File: config.mk
export PLATFORM = sky130hd
export DESIGN_NAME = sprite_palette_ram_flat
export DESIGN_NICKNAME = d
export VERILOG_FILES = /design/src/rtl/palette_pkg.sv /design/src/rtl/sprite_palette_ram_if.sv /design/src/rtl/palette_store.sv /design/src/rtl/sprite_palette_ram.sv /design/src/flat_wrapper.sv
export SDC_FILE = /design/constraint.sdc
export NUM_CORES = 1
export LEC_CHECK = 0
export CAP_MARGIN = 5
export CORE_UTILIZATION = 47
export CTS_CLUSTER_DIAMETER = 50
export DETAILED_ROUTE_END_ITERATION = 8
export HOLD_SLACK_MARGIN = 0.15
export SLEW_MARGIN = 20
export SYNTH_ARGS = -nofsm -noshare
export SYNTH_HDL_FRONTEND = slang
export SYNTH_HIERARCHICAL = 1
export SYNTH_SLANG_ARGS = --single-unit
File: constraint.sdc
create_clock -name clk -period 3.5 [get_ports clk]
set_input_delay 0.35 -clock clk [delete_from_list [all_inputs] [get_ports clk]]
set_output_delay 0.35 -clock clk [all_outputs]
set_load 0.02 [all_outputs]
File: src/rtl/palette_pkg.sv
// rtl/palette_pkg.sv - shared types and default sizes for the sprite palette RAM
package palette_pkg;

    localparam int DEF_INDEX_W   = 4;
    localparam int DEF_NUM_BANKS = 4;
    localparam int DEF_COLOR_W   = 4;

    typedef struct packed {
        logic [DEF_COLOR_W-1:0] red;
        logic [DEF_COLOR_W-1:0] green;
        logic [DEF_COLOR_W-1:0] blue;
    } rgb_t;

    typedef struct packed {
        rgb_t rgb;
        logic transp;
    } palette_entry_t;

    typedef enum logic {
        CLEAR = 1'b0,
        IDLE  = 1'b1
    } pal_state_t;

endpackage

File: src/rtl/sprite_palette_ram_if.sv
// rtl/sprite_palette_ram_if.sv - lookup, pixel and write-port bundle of the sprite palette RAM
interface sprite_palette_ram_if #(
    parameter int INDEX_W   = palette_pkg::DEF_INDEX_W,
    parameter int NUM_BANKS = palette_pkg::DEF_NUM_BANKS,
    parameter int COLOR_W   = palette_pkg::DEF_COLOR_W
);
    // A single-bank palette still carries a 1-bit bank field; the RAM ignores it.
    localparam int BANK_W = (NUM_BANKS > 1) ? $clog2(NUM_BANKS) : 1;

    logic                   rd_valid;
    logic [BANK_W-1:0]      rd_bank;
    logic [INDEX_W-1:0]     rd_index;
    logic                   pix_valid;
    logic [COLOR_W-1:0]     red;
    logic [COLOR_W-1:0]     green;
    logic [COLOR_W-1:0]     blue;
    logic                   transparent;
    logic                   wr_valid;
    logic                   wr_ready;
    logic [BANK_W-1:0]      wr_bank;
    logic [INDEX_W-1:0]     wr_index;
    logic [3*COLOR_W-1:0]   wr_rgb;
    logic                   wr_transp;
    logic                   busy;

    modport master (
        output rd_valid, rd_bank, rd_index, wr_valid, wr_bank, wr_index, wr_rgb, wr_transp,
        input  pix_valid, red, green, blue, transparent, wr_ready, busy
    );

    modport slave (
        input  rd_valid, rd_bank, rd_index, wr_valid, wr_bank, wr_index, wr_rgb, wr_transp,
        output pix_valid, red, green, blue, transparent, wr_ready, busy
    );

endinterface

File: src/rtl/palette_store.sv
// rtl/palette_store.sv - simple dual-port RAM, one write port, registered read-first read port
module palette_store #(
    parameter int ADDR_W = 6,
    parameter int DATA_W = 13
) (
    input  logic              clk,
    input  logic              we,
    input  logic [ADDR_W-1:0] waddr,
    input  logic [DATA_W-1:0] wdata,
    input  logic [ADDR_W-1:0] raddr,
    output logic [DATA_W-1:0] rdata
);

    logic [DATA_W-1:0] mem [2**ADDR_W];

    // No reset on the array or read register so the store maps onto block RAM.
    always_ff @(posedge clk) begin
        if (we) begin
            mem[waddr] <= wdata;
        end
        rdata <= mem[raddr];
    end

endmodule

File: src/rtl/sprite_palette_ram.sv
// rtl/sprite_palette_ram.sv - multi-bank writable sprite palette with power-up self-clear
module sprite_palette_ram
    import palette_pkg::*;
#(
    parameter int INDEX_W   = DEF_INDEX_W,
    parameter int NUM_BANKS = DEF_NUM_BANKS,
    parameter int COLOR_W   = DEF_COLOR_W
) (
    input  logic                clk,
    input  logic                rst,
    sprite_palette_ram_if.slave bus
);

    localparam int LOG_B  = $clog2(NUM_BANKS);
    localparam int ADDR_W = LOG_B + INDEX_W;
    localparam int DATA_W = 3 * COLOR_W + 1;

    pal_state_t        state;
    logic [ADDR_W:0]   clr_cnt;
    logic              wr_ready_q;
    logic              busy_q;
    logic              s1_valid;
    logic              pix_valid_q;
    logic [DATA_W-1:0] pix_q;

    logic              we;
    logic [ADDR_W-1:0] waddr;
    logic [ADDR_W-1:0] raddr;
    logic [DATA_W-1:0] wdata;
    logic [DATA_W-1:0] rdata;

    // Size casts drop the bank bit when there is only one bank.
    always_comb begin
        raddr = ADDR_W'({bus.rd_bank, bus.rd_index});
        we    = 1'b0;
        waddr = clr_cnt[ADDR_W-1:0];
        wdata = {{(3*COLOR_W){1'b0}}, 1'b1};
        if (state == CLEAR) begin
            we = !clr_cnt[ADDR_W];
        end else begin
            we    = bus.wr_valid && wr_ready_q;
            waddr = ADDR_W'({bus.wr_bank, bus.wr_index});
            wdata = {bus.wr_rgb, bus.wr_transp};
        end
    end

    always_ff @(posedge clk or posedge rst) begin
        if (rst) begin
            state      <= CLEAR;
            clr_cnt    <= '0;
            wr_ready_q <= 1'b0;
            busy_q     <= 1'b1;
        end else begin
            case (state)
                CLEAR: begin
                    if (clr_cnt[ADDR_W]) begin
                        state      <= IDLE;
                        wr_ready_q <= 1'b1;
                        busy_q     <= 1'b0;
                    end else begin
                        clr_cnt <= clr_cnt + (ADDR_W+1)'(1);
                    end
                end
                IDLE: begin
                    wr_ready_q <= 1'b1;
                    busy_q     <= 1'b0;
                end
            endcase
        end
    end

    // The RAM's read register is the first lookup stage: it samples the address
    // in the same edge a write lands, so a same-cycle write is seen only next time.
    palette_store #(
        .ADDR_W (ADDR_W),
        .DATA_W (DATA_W)
    ) u_store (
        .clk   (clk),
        .we    (we),
        .waddr (waddr),
        .wdata (wdata),
        .raddr (raddr),
        .rdata (rdata)
    );

    always_ff @(posedge clk or posedge rst) begin
        if (rst) begin
            s1_valid    <= 1'b0;
            pix_valid_q <= 1'b0;
            pix_q       <= '0;
        end else begin
            s1_valid    <= bus.rd_valid;
            pix_valid_q <= s1_valid;
            pix_q       <= rdata;
        end
    end

    assign bus.pix_valid = pix_valid_q;
    assign {bus.red, bus.green, bus.blue, bus.transparent} = pix_q;
    assign bus.wr_ready  = wr_ready_q;
    assign bus.busy      = busy_q;

endmodule

File: src/flat_wrapper.sv
// flat-port wrapper written by rule: the top's interface ports become plain ports
module sprite_palette_ram_flat import palette_pkg::*;
#(
    parameter int INDEX_W   = DEF_INDEX_W,
    parameter int NUM_BANKS = DEF_NUM_BANKS,
    parameter int COLOR_W   = DEF_COLOR_W
)
  (clk, rst, bus_rd_valid, bus_rd_bank, bus_rd_index, bus_wr_valid, bus_wr_bank, bus_wr_index, bus_wr_rgb, bus_wr_transp, bus_pix_valid, bus_red, bus_green, bus_blue, bus_transparent, bus_wr_ready, bus_busy);
  sprite_palette_ram_if #(.INDEX_W(INDEX_W), .NUM_BANKS(NUM_BANKS), .COLOR_W(COLOR_W)) bus_i ();
  input  logic clk;
  input  logic rst;
  input wire logic [$bits(bus_i.rd_valid)-1:0] bus_rd_valid;
  input wire logic [$bits(bus_i.rd_bank)-1:0] bus_rd_bank;
  input wire logic [$bits(bus_i.rd_index)-1:0] bus_rd_index;
  input wire logic [$bits(bus_i.wr_valid)-1:0] bus_wr_valid;
  input wire logic [$bits(bus_i.wr_bank)-1:0] bus_wr_bank;
  input wire logic [$bits(bus_i.wr_index)-1:0] bus_wr_index;
  input wire logic [$bits(bus_i.wr_rgb)-1:0] bus_wr_rgb;
  input wire logic [$bits(bus_i.wr_transp)-1:0] bus_wr_transp;
  output wire logic [$bits(bus_i.pix_valid)-1:0] bus_pix_valid;
  output wire logic [$bits(bus_i.red)-1:0] bus_red;
  output wire logic [$bits(bus_i.green)-1:0] bus_green;
  output wire logic [$bits(bus_i.blue)-1:0] bus_blue;
  output wire logic [$bits(bus_i.transparent)-1:0] bus_transparent;
  output wire logic [$bits(bus_i.wr_ready)-1:0] bus_wr_ready;
  output wire logic [$bits(bus_i.busy)-1:0] bus_busy;
  assign bus_i.rd_valid = bus_rd_valid;
  assign bus_i.rd_bank = bus_rd_bank;
  assign bus_i.rd_index = bus_rd_index;
  assign bus_i.wr_valid = bus_wr_valid;
  assign bus_i.wr_bank = bus_wr_bank;
  assign bus_i.wr_index = bus_wr_index;
  assign bus_i.wr_rgb = bus_wr_rgb;
  assign bus_i.wr_transp = bus_wr_transp;
  assign bus_pix_valid = bus_i.pix_valid;
  assign bus_red = bus_i.red;
  assign bus_green = bus_i.green;
  assign bus_blue = bus_i.blue;
  assign bus_transparent = bus_i.transparent;
  assign bus_wr_ready = bus_i.wr_ready;
  assign bus_busy = bus_i.busy;
  sprite_palette_ram #(.INDEX_W(INDEX_W), .NUM_BANKS(NUM_BANKS), .COLOR_W(COLOR_W)) u_core (.clk(clk), .rst(rst), .bus(bus_i));
endmodule
==> flow_metrics.tcl, run 1 <==
set metrics [dict create \
    reg2reg_depth 6 \
    critPathCaptureType "register" \
    ir_worst_vdd_mv 0.346 \
    yosysSeqAreaShare_pct 77.7 \
    path_class "reg -> reg" \
    num_antenna_cells 0 \
    port_buffers 44 \
    synth_area_um2 33300 \
    synth_enable_flop_cells 832 \
    synthArstFlopShare_pct 2.87 \
    hold_path_end "u_core/u_store/rdata[10]" \
    yosysWarnings 6 \
    grt_pass1_wl_um 113000 \
    dp_hpwl_um 48100 \
    core_um2 70000 \
    timing.fmax_mhz 348 \
    powerDensity_nw_per_um2 556 \
    syn_to_final_growth_pct 16.1 \
    min_path_cells 3 \
    hold_ws_ns 0.304 \
    slew-limit-headroom_pct 35.9 \
    p_total_mw 21.5 \
    gr-usage-all-layers_pct 22.3 \
    power.leakage_nw 10.3 \
    antenna_found_initial 0 \
    synth.distinct_cells 53 \
    fin_skew_ns 0.0273 \
    drive_above_1_share_pct 29.8 \
    cap_violations 0 \
    dr.pass1.iters 7 \
    setup_violations 0 \
    grt_pass1_vias 16000 \
    dpl_cell_area_um2 35600 \
    die_h_um 268 \
    path_max_fanout 23 \
    ff2ff_setup_slack_ns 0.63 \
    design_area_um2 38600 \
    clkSinkCount 870 \
    ios 45 \
    clock_latency_ns 0.64 \
    ys_top_cells_by_area "edfxtp_1, mux4_2, dfrtp_1, mux2i_1, nor2_1" \
    post-route-period-util_pct 82.1 \
    syn-num-nets 1502 \
    finalCoreUtilization_pct 55.2 \
    cts_resized 0 \
    cts_tree "yes" \
    numCtsBuffers 92 \
    status "complete, no violations" \
    gp_congestion 0.853 \
    syn_area_per_cell_um2 22.6 \
    rsz0062_at_grt "no" \
    yosys.area.top_type "edfxtp_1" \
    drc 0 \
    die_w_um 268 \
    rr_endpoint "u_core/u_store/mem[41][12]" \
    ctsLongestPathBuffers 3 \
    finalMaxSlewViolations 0 \
    wire_per_inst_um 29.3 \
    htree_levels 3 \
    synthCells 1472 \
    grt_start_max_net_pins 65 \
    reg2reg_from "u_core/state" \
    gr-total-overflow 0 \
    hold_viol 0 \
    viasPerCell 5.89 \
    crit_path_start_kind "register" \
    ys.flop_type "edfxtp_1" \
    path_clk_slew_ns 0.06 \
    cp.arrival_ns 3.23 \
    dr_total_vias 15700 \
    synth_seq_cells 870 \
    finalNetCount 1684 \
    initial_utilization_pct 47.5 \
    ant_nets 0 \
    fin_setup_tns_ns 0 \
    hold_path_class "in -> reg" \
    fin_crit_ns 2.87 \
    required_ns 3.85 \
    routed_wl_um 78300 \
    root_buffer "clkbuf_16" \
    synth_top_area_share_pct 75.0 \
    rows 97 \
    dieArea_um2 71900 \
    max_slew.worst_pin.slew_ns 0.962 \
    hold_start "bus_rd_bank[0]" \
    drt_iter0_drc 1627 \
]
[synth_stat cells (3+ instances only)]
| master | n |
|---|---|
| and2_1 | 15 |
| clkbuf_1 | 26 |
| nor2_1 | 73 |
| xor2_1 | 3 |
| mux2_2 | 9 |
| a211oi_1 | 12 |
| edfxtp_1 | 832 |
| o21ai_1 | 6 |
| nand3b_1 | 5 |
| a22oi_1 | 9 |
| a21oi_1 | 10 |
| nand2b_1 | 6 |
| mux4_2 | 223 |
| dfxtp_1 | 13 |
| buf_2 | 23 |
| o221ai_1 | 15 |
| dfrtp_1 | 24 |
| buf_6 | 8 |
| o31ai_1 | 8 |
| buf_4 | 18 |
| mux2i_1 | 39 |
| buf_1 | 3 |
| nor2b_1 | 19 |
| nand2_1 | 19 |
| a2111oi_0 | 3 |
| o22ai_1 | 3 |
| inv_1 | 4 |
| nand4_1 | 3 |
| o21ai_0 | 5 |
| nand3_1 | 7 |
[critical path, stage by stage, from the launching register on]
cell and delay (ns):
dfrtp_1 0.75, nand2b_4 0.27, nand2_1 0.30, nor2_1 0.25, nand3_1 0.29, nor2_1 0.47
buf_4 0.25
[metrics by stage]
| step | setup WS, ns | instances |
|---|---|---|
| after floorplan | 0.725 | 1472 |
| after global placement | 0.583 | 2498 |
| after CTS | 0.668 | 2668 |
| final | 0.627 | 2668 |
| after detailed placement | 0.599 | 2498 |
| after global routing | 0.446 | 2668 |
[kinds of logic after synthesis]
kind of cell             count (synthesis)  synth area share [%]
AO/OA/AOI/OAI                           83                  1.82
adder cells (fa/ha/maj)                  1                0.0376
XOR/XNOR                                 5                 0.132
flip-flops                             870                  77.7
buffers and inverters                   83                  1.41
AND/OR/NAND/NOR                        159                  2.35
multiplexers                           271                  16.6
[power by group]
group | leakage (nW) | internal, mW | total (mW) | switching, mW
Combinational | 2.61 | 0.226 | 0.503 | 0.277
Clock | 1.47 | 5.74 | 9.73 | 3.99
Sequential | 6.19 | 11.2 | 11.3 | 0.0114
[layout make-up]
class	instances	area (um2)
timing repair buffer	166	1540
clock inverter	51	561
inverter	5	18.8
multi-input combinational	519	6990
fill	5271	31400
clock buffer	117	2490
sequential	870	25900
tap	940	1180
[how the worst max path moves through the flow]
| stage | from | to |
|---|---|---|
| 4_1_cts | u_core/state | u_core/u_store/mem[41][1] |
| 3_3_place_gp | bus_rd_index[0] | u_core/u_store/rdata[11] |
| 6_report | u_core/state | u_core/u_store/mem[41][12] |
| 3_5_place_dp | bus_rd_index[0] | u_core/u_store/rdata[11] |
| 5_1_grt | u_core/state | u_core/u_store/mem[41][12] |
| 2_1_floorplan | u_core/state | u_core/u_store/mem[48][0] |
[layer usage]
layer | track usage (%) | wire length, um
met1 | 32.6 | 34100
met3 | 3.71 | 5110
met4 | 6.21 | 1440
met5 | 0 | 0
met2 | 34.8 | 37600
[cell usage in the layout, fill, tap and decap left out, drive strengths merged, types with 2 or more instances in the layout]
| master | instances |
|---|---|
| edfxtp | 832 |
| mux4 | 223 |
| buf | 123 |
| clkbuf | 118 |
| nor2 | 74 |
| clkdlybuf4s50 | 40 |
| mux2i | 39 |
| clkinv | 29 |
| dfrtp | 24 |
| nand2 | 19 |
| nor2b | 19 |
| o221ai | 15 |
| and2 | 15 |
| dfxtp | 13 |
| a211oi | 12 |
| o21ai | 11 |
| inv | 11 |
| a21oi | 10 |
| bufinv | 9 |
| mux2 | 9 |
| a22oi | 9 |
| o31ai | 8 |
| clkinvlp | 7 |
| nand3 | 7 |
| nand2b | 7 |
| nand3b | 5 |
| xor2 | 3 |
| nor3 | 3 |
| nand4 | 3 |
| o22ai | 3 |
| a2111oi | 3 |
| dlygate4sd3 | 2 |
| or3 | 2 |
| xnor2 | 2 |
| a221oi | 2 |
| a221o | 2 |
| o2bb2ai | 2 |
[registers in the layout (all words and copies together), names as in the netlist]
signal	count
u_core/bus.busy	1
u_core/bus.wr_ready	1
u_core/bus.pix_valid	1
u_core/clr_cnt	7
u_core/pix_q	13
u_core/s1_valid	1
u_core/u_store/rdata	13
u_core/state	1
u_core/u_store/mem	832
[timing repair]
action	4_1_cts	5_1_grt
endpoints found under the setup margin	0	0
endpoints found under the hold margin	25	0
setup buffers	0	0
hold buffers	2	0
Note: power is estimated with default switching activity, not from simulation.
==> run 2, diff against run 1 <==
Clock period 3.5 ns to 2.4 ns, I/O delays scaled along.
==> run 2 against run 1 <==
  * Flip-flop and latch count is the same
  * First-iteration DRC count grew 7.4%
  * Fmax grew 27%
  * Cell count grew 3.5%
  * Sequential share of layout area shrank 3.0 points
  * Cell area grew 4.6%
  * Non-clock buffer count grew 87
  * Setup slack lost 0.49 ns
  * Die area is the same
  * Highest routed layer unchanged
==> flow_metrics.tcl, run 2 (synthesis gave the netlist of run 1 again) <==
set metrics [dict create \
    status "complete, no violations" \
    met2_usage_pct 36.4 \
    gr-usage-all-layers_pct 22.8 \
    cap_violations 0 \
    finalMaxSlewViolations 0 \
    path_class "reg -> reg" \
    fin_ws_ns 0.137 \
    syn_to_final_growth_pct 21.4 \
    fin_setup_tns_ns 0 \
    power.leakage_nw 11.0 \
    ir_worst_vdd_mv 0.570 \
    sw_frac_of_total_pct 20.3 \
    num_antenna_cells 0 \
    hold_path_class "in -> reg" \
    die_w_um 268 \
    port_buffers 44 \
    largestRegisters "u_core/u_store/mem x832, u_core/pix_q x13, u_core/u_store/rdata x13" \
    core_um2 70000 \
    hold_ws_ns 0.299 \
    setup_violations 0 \
    max_slew.worst_pin.slew_ns 0.800 \
    clock_power_share_pct 45.7 \
    drc 0 \
    internal_power_mw 25.3 \
    cp-startpoint "u_core/state" \
    grt_pass1_vias 16500 \
    slew-limit-headroom_pct 46.7 \
    wire_per_inst_um 29.0 \
    powerDensity_nw_per_um2 786 \
    final_common_cell "edfxtp_1" \
    final_cell_mix "edfxtp_1, mux4_2, buf_4" \
    largest_register_ffs 832 \
    p_total_mw 31.8 \
    clock_latency_ns 0.65 \
    hold_start "bus_rd_index[2]" \
    die_h_um 268 \
    use_met3_pct 3.07 \
    path_max_fanout 13 \
    gr-total-overflow 0 \
    gp_congestion 0.874 \
    drive_above_1_share_pct 35.6 \
    grt_start_max_net_pins 65 \
    crit_path_start_kind "register" \
    initial_utilization_pct 47.5 \
    grt_busiest_layer "met2" \
    drt_iter0_drc 1748 \
    finalNetCount 1773 \
    fin_crit_ns 2.26 \
    reg2reg_from "u_core/state" \
    ios 45 \
    dr.pass1.iters 5 \
    dp.cells 2584 \
    pwr-share-seq_pct 51.7 \
    fin_cells 2762 \
    fin_skew_ns 0.0249 \
    rsz0062_at_grt "no" \
    ant_nets 0 \
    power.switching_mw 6.46 \
    htree_levels 3 \
    clkSinkCount 870 \
    root_buffer "clkbuf_16" \
    numCtsBuffers 94 \
    dieArea_um2 71900 \
    path_clk_slew_ns 0.06 \
    cp.arrival_ns 2.60 \
    use_met1_pct 33.2 \
    grt_pass1_wl_um 116000 \
    viasPerCell 5.90 \
    hold_viol 0 \
    routed_wl_um 80000 \
    required_ns 2.74 \
    place_ws_ns -0.370 \
    p_comb_share_pct 2.6 \
    antenna_found_initial 0 \
    seq_area_um2 25900 \
    rows 97 \
    cts_tree "yes" \
    multi_input_area_um2 7070 \
    dr_total_vias 16300 \
    critPathCaptureType "register" \
    post-route-period-util_pct 94.3 \
    timing.fmax_mhz 442 \
    fillerInstances 5005 \
    dp_hpwl_um 49500 \
    ctsLongestPathBuffers 3 \
    regMostFlops "u_core/u_store/mem" \
]
## run 2: changes by cell type in the layout (fill, tap and decap cells not counted), sizes merged
cell,previous run,this run
buf,123,210
clkinv,29,36
clkbuf,118,112
inv,11,16
clkinvlp,7,8
## run 2: worst paths after layout
kind / slack (ns) / cells after the start / to
worst max register to register: 0.14 / 6 / u_core/u_store/mem[48][3]
min in group asynchronous: 0.52 / 4 / u_core/pix_q[6]
worst min-delay path: 0.30 / 4 / u_core/u_store/rdata[8]
worst min register to register: 0.33 / 0 / u_core/pix_q[6]
max in group asynchronous: 1.50 / 4 / u_core/bus.busy
worst max-delay path: 0.14 / 6 / u_core/u_store/mem[48][3]
## run 2: what timing repair did
action,4_1_cts,5_1_grt
gates resized for setup,1,2
pin swaps,1,1
buffers inserted,0,1
hold buffers,2,0
endpoints found under the hold margin,25,0
endpoints found under the setup margin,23,152
## run 2: cell type report
| class | instances | share of cell area [%] |
|---|---|---|
| Sequential cell | 870 | 64.0 |
| Inverter | 5 | 0.0464 |
| Clock buffer | 111 | 6.18 |
| Multi-Input combinational cell | 519 | 17.5 |
| Timing Repair Buffer | 253 | 7.77 |
| Clock inverter | 64 | 1.62 |
| Tap cell | 940 | 2.91 |
## run 2: power by group through the flow
stage	clock network (mW)	logic, mW	registers [mW]
floorplan	0	0.455	16.8
global placement	0	0.822	16.7
detailed placement	0	0.826	16.7
CTS	14.8	0.831	16.4
global route	15.4	0.863	16.4
finish	14.5	0.818	16.4
## run 2: routing by layer
metal | vias to the layer above | share of wire (%)
li1 | 6779 | -
met1 | 8820 | 43
met2 | 597 | 48
met3 | 109 | 6.3
met4 | 0 | 2.4
met5 | - | 0
## run 2: stage by stage
step / util (%) / area [um2]
after detailed placement: 53.2 / 37200
after CTS: 57.7 / 40400
after global placement: 53.2 / 37200
after global routing: 57.7 / 40400
final: 57.7 / 40400
after floorplan: - / 33400
## run 2: critical path: stages, from the launching register on
cell and delay, ns:
dfrtp_2 0.49, mux2_2 0.45, nor2b_1 0.25, nand4b_1 0.18
buf_4 0.20, nor3_2 0.18, buf_12 0.20
